--- config.mk ---
export PLATFORM = sky130hd
export DESIGN_NAME = mov_wide_unit
export DESIGN_NICKNAME = d
export VERILOG_FILES = /design/src/rtl/mov_wide_unit.sv
export SDC_FILE = /design/constraint.sdc
export NUM_CORES = 1
export LEC_CHECK = 0
export BUFFER_PORTS_ARGS = -buffer_cell sky130_fd_sc_hd__buf_2
export CELL_PAD_IN_SITES_DETAIL_PLACEMENT = 0
export CELL_PAD_IN_SITES_GLOBAL_PLACEMENT = 1
export CORE_MARGIN = 2
export CORE_UTILIZATION = 43
export CTS_BUF_LIST = sky130_fd_sc_hd__clkbuf_2
export CTS_CLUSTER_DIAMETER = 200
export DETAILED_ROUTE_END_ITERATION = 8
export GPL_TIMING_DRIVEN = 0
export PLACE_DENSITY_LB_ADDON = 0.25
export SYNTH_ARGS = -nofsm -noshare
export SYNTH_HDL_FRONTEND = slang
export SYNTH_SLANG_ARGS = --single-unit
--- constraint.sdc ---
create_clock -name clk -period 1.9 [get_ports clk]
set_input_delay 0.38 -clock clk [delete_from_list [all_inputs] [get_ports clk]]
set_output_delay 0.38 -clock clk [all_outputs]
set_load 0.02 [all_outputs]
--- src/rtl/mov_wide_unit.sv ---
// mov_wide_unit: two-stage MOVZ/MOVK/MOVN execute unit with valid/ready and MOVK result forwarding
module mov_wide_unit #(
  parameter int DATA_WIDTH  = 64,
  parameter int SLICE_WIDTH = 16,
  parameter int REG_ADDR_W  = 5
) (
  input  logic                   clk,
  input  logic                   reset,
  input  logic                   in_valid,
  output logic                   in_ready,
  input  logic [1:0]             op,
  input  logic [1:0]             shamt,
  input  logic [SLICE_WIDTH-1:0] imm,
  input  logic [REG_ADDR_W-1:0]  rd,
  input  logic [DATA_WIDTH-1:0]  old_val,
  output logic                   out_valid,
  input  logic                   out_ready,
  output logic [DATA_WIDTH-1:0]  out_data,
  output logic [REG_ADDR_W-1:0]  out_rd,
  output logic                   out_illegal
);
  localparam int NS = DATA_WIDTH / SLICE_WIDTH;
  localparam logic [1:0] OP_MOVK = 2'd1, OP_MOVN = 2'd2, OP_ILL = 2'd3;
  localparam logic [1:0] SEL_KEEP = 2'd0, SEL_IMM = 2'd1, SEL_ZERO = 2'd2;

  logic                   s1_valid_q, s1_valid_d;
  logic [1:0]             s1_op_q, s1_op_d;
  logic [1:0]             s1_shamt_q, s1_shamt_d;
  logic [SLICE_WIDTH-1:0] s1_imm_q, s1_imm_d;
  logic [REG_ADDR_W-1:0]  s1_rd_q, s1_rd_d;
  logic [DATA_WIDTH-1:0]  s1_old_q, s1_old_d;
  logic                   s2_valid_q, s2_valid_d;
  logic [DATA_WIDTH-1:0]  s2_data_q, s2_data_d;
  logic [REG_ADDR_W-1:0]  s2_rd_q, s2_rd_d;
  logic                   s2_illegal_q, s2_illegal_d;
  logic                   cr_valid_q, cr_valid_d;
  logic [DATA_WIDTH-1:0]  cr_data_q, cr_data_d;
  logic [REG_ADDR_W-1:0]  cr_rd_q, cr_rd_d;

  logic                   advance2, accept, move, xfer, s1_illegal;
  logic [DATA_WIDTH-1:0]  base, sliced, result;
  logic [NS-1:0][1:0]     sel;

  assign out_valid   = s2_valid_q;
  assign out_data    = s2_data_q;
  assign out_rd      = s2_rd_q;
  assign out_illegal = s2_illegal_q;

  // handshake, forwarding base selection, slice compute and next-state
  always_comb begin
    advance2   = !s2_valid_q || out_ready;
    in_ready   = !s1_valid_q || advance2;
    accept     = in_valid && in_ready;
    move       = s1_valid_q && advance2;
    xfer       = s2_valid_q && out_ready;
    s1_illegal = (s1_op_q == OP_ILL) || ({1'b0, s1_shamt_q} >= 3'(NS));
    base = (&s1_rd_q) ? '0 :
           (s2_valid_q && !s2_illegal_q && s2_rd_q == s1_rd_q) ? s2_data_q :
           (cr_valid_q && cr_rd_q == s1_rd_q) ? cr_data_q : s1_old_q;
    sel    = '0;
    sliced = '0;
    for (int i = 0; i < NS; i++) begin
      sel[i] = s1_illegal ? SEL_ZERO :
               (2'(i) == s1_shamt_q) ? SEL_IMM :
               (s1_op_q == OP_MOVK) ? SEL_KEEP : SEL_ZERO;
      sliced[i*SLICE_WIDTH +: SLICE_WIDTH] = (sel[i] == SEL_KEEP) ? base[i*SLICE_WIDTH +: SLICE_WIDTH] :
                                             (sel[i] == SEL_IMM) ? s1_imm_q : '0;
    end
    result = (!s1_illegal && s1_op_q == OP_MOVN) ? ~sliced : sliced;
    s1_valid_d   = accept ? 1'b1 : (move ? 1'b0 : s1_valid_q);
    s1_op_d      = accept ? op : s1_op_q;
    s1_shamt_d   = accept ? shamt : s1_shamt_q;
    s1_imm_d     = accept ? imm : s1_imm_q;
    s1_rd_d      = accept ? rd : s1_rd_q;
    s1_old_d     = accept ? old_val : s1_old_q;
    s2_valid_d   = move ? 1'b1 : (xfer ? 1'b0 : s2_valid_q);
    s2_data_d    = move ? result : s2_data_q;
    s2_rd_d      = move ? s1_rd_q : s2_rd_q;
    s2_illegal_d = move ? s1_illegal : s2_illegal_q;
    cr_valid_d   = (xfer && !s2_illegal_q) ? 1'b1 : cr_valid_q;
    cr_data_d    = (xfer && !s2_illegal_q) ? s2_data_q : cr_data_q;
    cr_rd_d      = (xfer && !s2_illegal_q) ? s2_rd_q : cr_rd_q;
  end

  // pipeline and committed-record registers
  always_ff @(posedge clk) begin
    if (reset) begin
      s1_valid_q   <= 1'b0;
      s1_op_q      <= '0;
      s1_shamt_q   <= '0;
      s1_imm_q     <= '0;
      s1_rd_q      <= '0;
      s1_old_q     <= '0;
      s2_valid_q   <= 1'b0;
      s2_data_q    <= '0;
      s2_rd_q      <= '0;
      s2_illegal_q <= 1'b0;
      cr_valid_q   <= 1'b0;
      cr_data_q    <= '0;
      cr_rd_q      <= '0;
    end else begin
      s1_valid_q   <= s1_valid_d;
      s1_op_q      <= s1_op_d;
      s1_shamt_q   <= s1_shamt_d;
      s1_imm_q     <= s1_imm_d;
      s1_rd_q      <= s1_rd_d;
      s1_old_q     <= s1_old_d;
      s2_valid_q   <= s2_valid_d;
      s2_data_q    <= s2_data_d;
      s2_rd_q      <= s2_rd_d;
      s2_illegal_q <= s2_illegal_d;
      cr_valid_q   <= cr_valid_d;
      cr_data_q    <= cr_data_d;
      cr_rd_q      <= cr_rd_d;
    end
  end
endmodule
---- Yosys cells after proc, flatten, opt, wreduce, memory -nomap -nowiden ----
Index checks and enable logic that the tools add are counted.
word-level totals
  register bits ........................... 231
  bits of input ports ..................... 93
  output and inout bits ................... 72
  logic and storage cells ................. 73
cells by class
  equal/unequal tests ..................... 12
  mux-type cells .......................... 25
  bitwise operators ....................... 1
  reductions and logical operators ........ 22
operators with widths
  cell                number
  $mux 64             4
  $mux 16             8
  $not 64->64         1
  $mux 2              9
  $eq 2x1->1 const B  5
  $eq 5x5->1          2
  $logic_not 2->1     5
  $logic_and 1x1->1   8
  $reduce_and 5->1    1
  $eq 2x2->1 const A  2
  $eq 2x2->1 const B  2
  $logic_not 1->1     4
  $mux 1              4
  $reduce_bool 2->1   2
  $eq 1x2->1 const A  1
  $logic_or 1x1->1    2

---- Logic depth before layout (Yosys ltp) ----
  word-level depth ........................ 9
  depth in mapped cells ................... 7

---- Least setup slack after synthesis ----
OpenSTA, ideal clock, no wires.
  path type ............................... reg2reg
  from .................................... register s2_valid_q (netlist: out_valid)
  to ...................................... register s1_old_q[21]
  data arrival time ....................... 1783 ps
  required time ........................... 1829 ps
  path slack .............................. 46 ps
  stages on the path, launching flop included .. 8
  clock period less this slack ............ 1854 ps
  cells stage by stage .................... dfxtp_1 nor2b_1 nand2_1 nand2_1 buf_2 buf_1 nand2_1 a21oi_1
on the way
  cells in the longest elaborated chain, start to end .. 4
ends and longest elaborated chain
  what                    RTL line  source
  start, declared         32        logic s2_valid_q, s2_valid_d;
  start signal, assigned  108       s2_valid_q <= s2_valid_d;
  $logic_not 1->1         51        advance2 = !s2_valid_q || out_ready;
  $logic_or 1x1->1        51
  $logic_or 1x1->1        52        in_ready = !s1_valid_q || advance2;
  via in_ready            10        output logic in_ready,
  $logic_and 1x1->1       53        accept = in_valid && in_ready;
  end signal, assigned    107       s1_old_q <= s1_old_d;
  end, declared           31        logic [DATA_WIDTH-1:0] s1_old_q, s1_old_d;
The timed path passes the listed nets, and every way through them passes these cells.
A chain may end at the register's enable or synchronous reset.

---- Worst setup path in the final report ----
  from .................................... register s2_valid_q (netlist: out_valid)
  to ...................................... output in_ready
on the way
  cells in the longest elaborated chain, start to end .. 3
ends and longest elaborated chain
  what              RTL line
  $logic_not 1->1   51
  $logic_or 1x1->1  51
  $logic_or 1x1->1  52
  end, declared     10
Every way passes these cells.

==> out/results.md <==
- **clk root buf** sky130_fd_sc_hd__clkbuf_2
- **register area** 0.00472 mm2
- **worst setup slack for register-to-register paths** -0.01 ns
- **largest stage delay on the critical path** 0.38 ns
- **total gr overflow** 0
- **number of global-route vias before repair** 10700
- **RSZ-0062 raised after global routing** true
- **drt first pass iters** 7
- **post-synthesis cell count** 1380
- **top post-synthesis cells by count** sky130_fd_sc_hd__nand2_1, sky130_fd_sc_hd__dfxtp_1, sky130_fd_sc_hd__a21oi_1
- **Iter 0 DRT Violations** 881
- **capture point of the worst path** in_ready
- **Netlist cell types** 34
- **Yosys top cell area share** 44.0%
- **clock buffer depth** 3
- **row count** 57
- **clock net sink count** 231
- **pin count of the biggest net entering global routing** 20
- **DR WL/cell** 18.3 um
- **clock latency on the worst-skew pair** 0.88 ns
- **number of antenna violations at the first check in global routing** 1
- **overall global routing resource usage** 28.7%
- **actual transition at the worst max-transition pin** 0.931 ns
- **worst min-delay path category** in2reg
- **clock-pin slew on the worst setup and hold paths** 0.10 ns
- **routed vias/inst** 5.44
- **global-route wire length before repair** 58.4 mm
- **data arrival at the endpoint of the critical path** 1.62 ns
- **I/O pins** 165
- **Synth Area per Inst** 7.61 um2
- **CTS tree** yes
- **share of synthesized cell area in full adder, half adder and majority cells** 0%
- **area inside the core boundary** 0.0242 mm2
- **number of enable flip-flop cells after synthesis** 0
- **setup slack after layout** -0.0987 ns
- **critical path data required time** 1.52 ns
- **maximum clock frequency** 500 MHz
- **share of synthesized registers carrying an async set or reset** 0%
- **post-synthesis sequential element count** 231
- **vertical die dimension** 160 um
- **area used by multi-input combinational logic** 0.00576 mm2
- **Die Width** 160 um
- **overall power after layout** 0.0101 W
- **routed wire length** 37.9 mm
- **reg-to-reg critical path startpoint** s1_rd_q[3]
- **count of yosys warnings during synthesis** 0
- **Total Die Area** 0.0257 mm2
- **layout filler cell count** 2344
- **Max Fanout on Critical Path** 4
- **post-layout net count** 1804
- **area share of and/or/nand/nor cells after synthesis** 23.8%
- **count of H-tree levels built during CTS** 2
- **timing startpoint of the critical path** out_valid
- **area growth from synthesis to layout** 34.2%
- **list of cells traversed by the critical path** nor2b_4, nand2_2, buf_6
- **number of failing setup endpoints in the final timing report** 3
- **most frequent cell after synthesis** sky130_fd_sc_hd__nand2_1
- **total of buffers placed on input and output ports** 163
- **mux cell area share after synthesis** 0%
- **sequential area share after synthesis** 44.0%
- **Synth Area in Compound Gates** 23.4%
- **outcome** finished, violations left
- **Slew Limit Fails** 0
- **maximum ir drop on the vdd rail** 0.387 mV
- **summed instance area of the synthesized netlist** 0.0105 mm2
- **post-detailed-placement half-perimeter wirelength** 25.7 mm
- **Min Clock Period, post-route** 2.00 ns
- **post-synth top area cell** sky130_fd_sc_hd__dfxtp_1
- **parity-gate share of the synthesized area counting xor and xnor cells** 3.50%
- **total via count in the routed design** 11300
- **Synth Net Count** 1473
- **Clock Skews** 0.0558 ns
- **Synth area leaders** sky130_fd_sc_hd__dfxtp_1, sky130_fd_sc_hd__nand2_1, sky130_fd_sc_hd__a21oi_1
- **Pwr Density** 715 mW/mm2
- **number of failing hold endpoints at the final stage** 0
- **routability congestion estimate from global placement** 0.858
- **commonest register cell after synthesis** sky130_fd_sc_hd__dfxtp_1
- **nature of the critical path startpoint** register
- **hold-critical path depth** 5
- **number of cell instances on the worst register-to-register path** 7
- **fraction of final layout cells with drive strength greater than 1** 28.5%
- **crit end category** primary output
- **cell count after placement** 1867
- **Crit-path slowest cell** sky130_fd_sc_hd__dfxtp_4
- **violated checks** setup timing
- **combinational family with the most area after synthesis** simple AND/OR/NAND/NOR gates
- **number of design rule violations left after detail routing** 0
- **part of the cycle the worst path needs** 105%
- **effective utilization at floorplan** 43.5%
- **number of buffers created by CTS** 61
- **relative slew slack** 37.9%
- **residual antenna-violating net count after detailed routing** 0
- **reg-to-reg endpoint** out_data[44]
- **number of max-cap violations** 0
- **leakage component of the power** 6.01 nW
- **count of non-filler cells in the finished layout** 2077
- **crit path kind** reg2out
per-layer routing:
| layer | global-route usage [%] | vias to the layer above | routed length [um] |
|---|---|---|---|
| met5 | 0 | - | 0 |
| met4 | 9.71 | 0 | 1050 |
| met3 | 5.40 | 68 | 3380 |
| met2 | 45.3 | 488 | 17100 |
| met1 | 39.5 | 5260 | 16400 |
| li1 | - | 5488 | - |
worst min-delay path by stage:
stage / start / to / slack, ns
after global routing: out_ready / out_rd[3] / 0.12
after CTS: out_ready / out_rd[3] / 0.06
after detailed placement: cr_data_q[35] / cr_data_q[35] / 0.44
after floorplan: cr_data_q[0] / cr_data_q[0] / 0.43
final: out_ready / out_rd[2] / 0.13
after global placement: cr_data_q[44] / cr_data_q[44] / 0.44
per-stage QoR:
step	instance area (um2)	TNS (ns)	hold WS [ns]	setup WS, ns	util, %
2_1_floorplan	10500	0	0.432	0.0460	-
5_1_grt	14100	-1.93	0.117	-0.173	58.3
3_3_place_gp	11700	-135.30	0.437	-1.01	48.5
4_1_cts	13500	-0.230	0.0636	-0.144	56.0
6_report	14100	-0.124	0.133	-0.0987	58.3
3_5_place_dp	11700	-108.23	0.442	-0.794	48.5
worst max-delay path, delay by kind of cell, from the launching register on:
kind / cells / cell delay, ns
buf+inv: 1 / 0.14
simple gates: 2 / 0.24
flops: 1 / 0.38
cells by family (layout without fill, tap and decap cells):
group / Yosys count / in the layout
AO/OA/AOI/OAI: 409 / 409
other: 0 / 1
XOR/XNOR: 42 / 42
AND/OR/NAND/NOR: 571 / 571
flip-flops: 231 / 231
buffers and inverters: 127 / 499
power by group:
group          total (W)  internal (W)  switching (W)
Clock            0.00336       0.00131        0.00205
Combinational    0.00151      0.000634       0.000880
Sequential       0.00521       0.00500       0.000202
sequential cells by signal (all words and copies together) (netlist names):
name	cells
cr_data_q	64
out_illegal	1
s1_shamt_q	2
cr_valid_q	1
s1_rd_q	5
s1_op_q	2
out_valid	1
cr_rd_q	5
out_data	64
s1_old_q	64
out_rd	5
s1_imm_q	16
s1_valid_q	1
repair_timing:
action,in CTS,in global routing
buffers inserted,13,2
gates cloned,0,2
pin swaps,2,15
endpoints found under the hold margin,91,0
resized for setup,111,230
hold buffers,92,0
setup endpoints to repair,216,203
area by class of cell:
| type | instances | area share, % |
|---|---|---|
| antenna | 1 | 0.0177 |
| timing repair buffer | 272 | 13.6 |
| tap | 324 | 2.88 |
| multi-input combinational | 1022 | 40.9 |
| sequential | 231 | 33.5 |
| clock inverter | 8 | 0.231 |
| clock buffer | 96 | 3.41 |
| inverter | 1 | 0.0266 |
| buffer | 122 | 5.49 |
layout by cell type, fill, tap and decap left out, types with 34 or more instances in the layout:
| cell type | netlist | layout |
|---|---|---|
| sky130_fd_sc_hd__nor2_1 | 57 | 55 |
| sky130_fd_sc_hd__dfxtp_1 | 231 | 171 |
| sky130_fd_sc_hd__a211oi_2 | 1 | 38 |
| sky130_fd_sc_hd__and3_1 | 97 | 97 |
| sky130_fd_sc_hd__o21ai_0 | 55 | 36 |
| sky130_fd_sc_hd__clkbuf_1 | 97 | 35 |
| sky130_fd_sc_hd__dfxtp_2 | 0 | 52 |
| sky130_fd_sc_hd__dlygate4sd3_1 | 0 | 92 |
| sky130_fd_sc_hd__xor2_1 | 39 | 34 |
| sky130_fd_sc_hd__nand2_1 | 375 | 371 |
| sky130_fd_sc_hd__clkbuf_2 | 0 | 136 |
| sky130_fd_sc_hd__a21oi_1 | 199 | 197 |
| sky130_fd_sc_hd__buf_2 | 10 | 171 |
(Power assumes the default switching activity.)
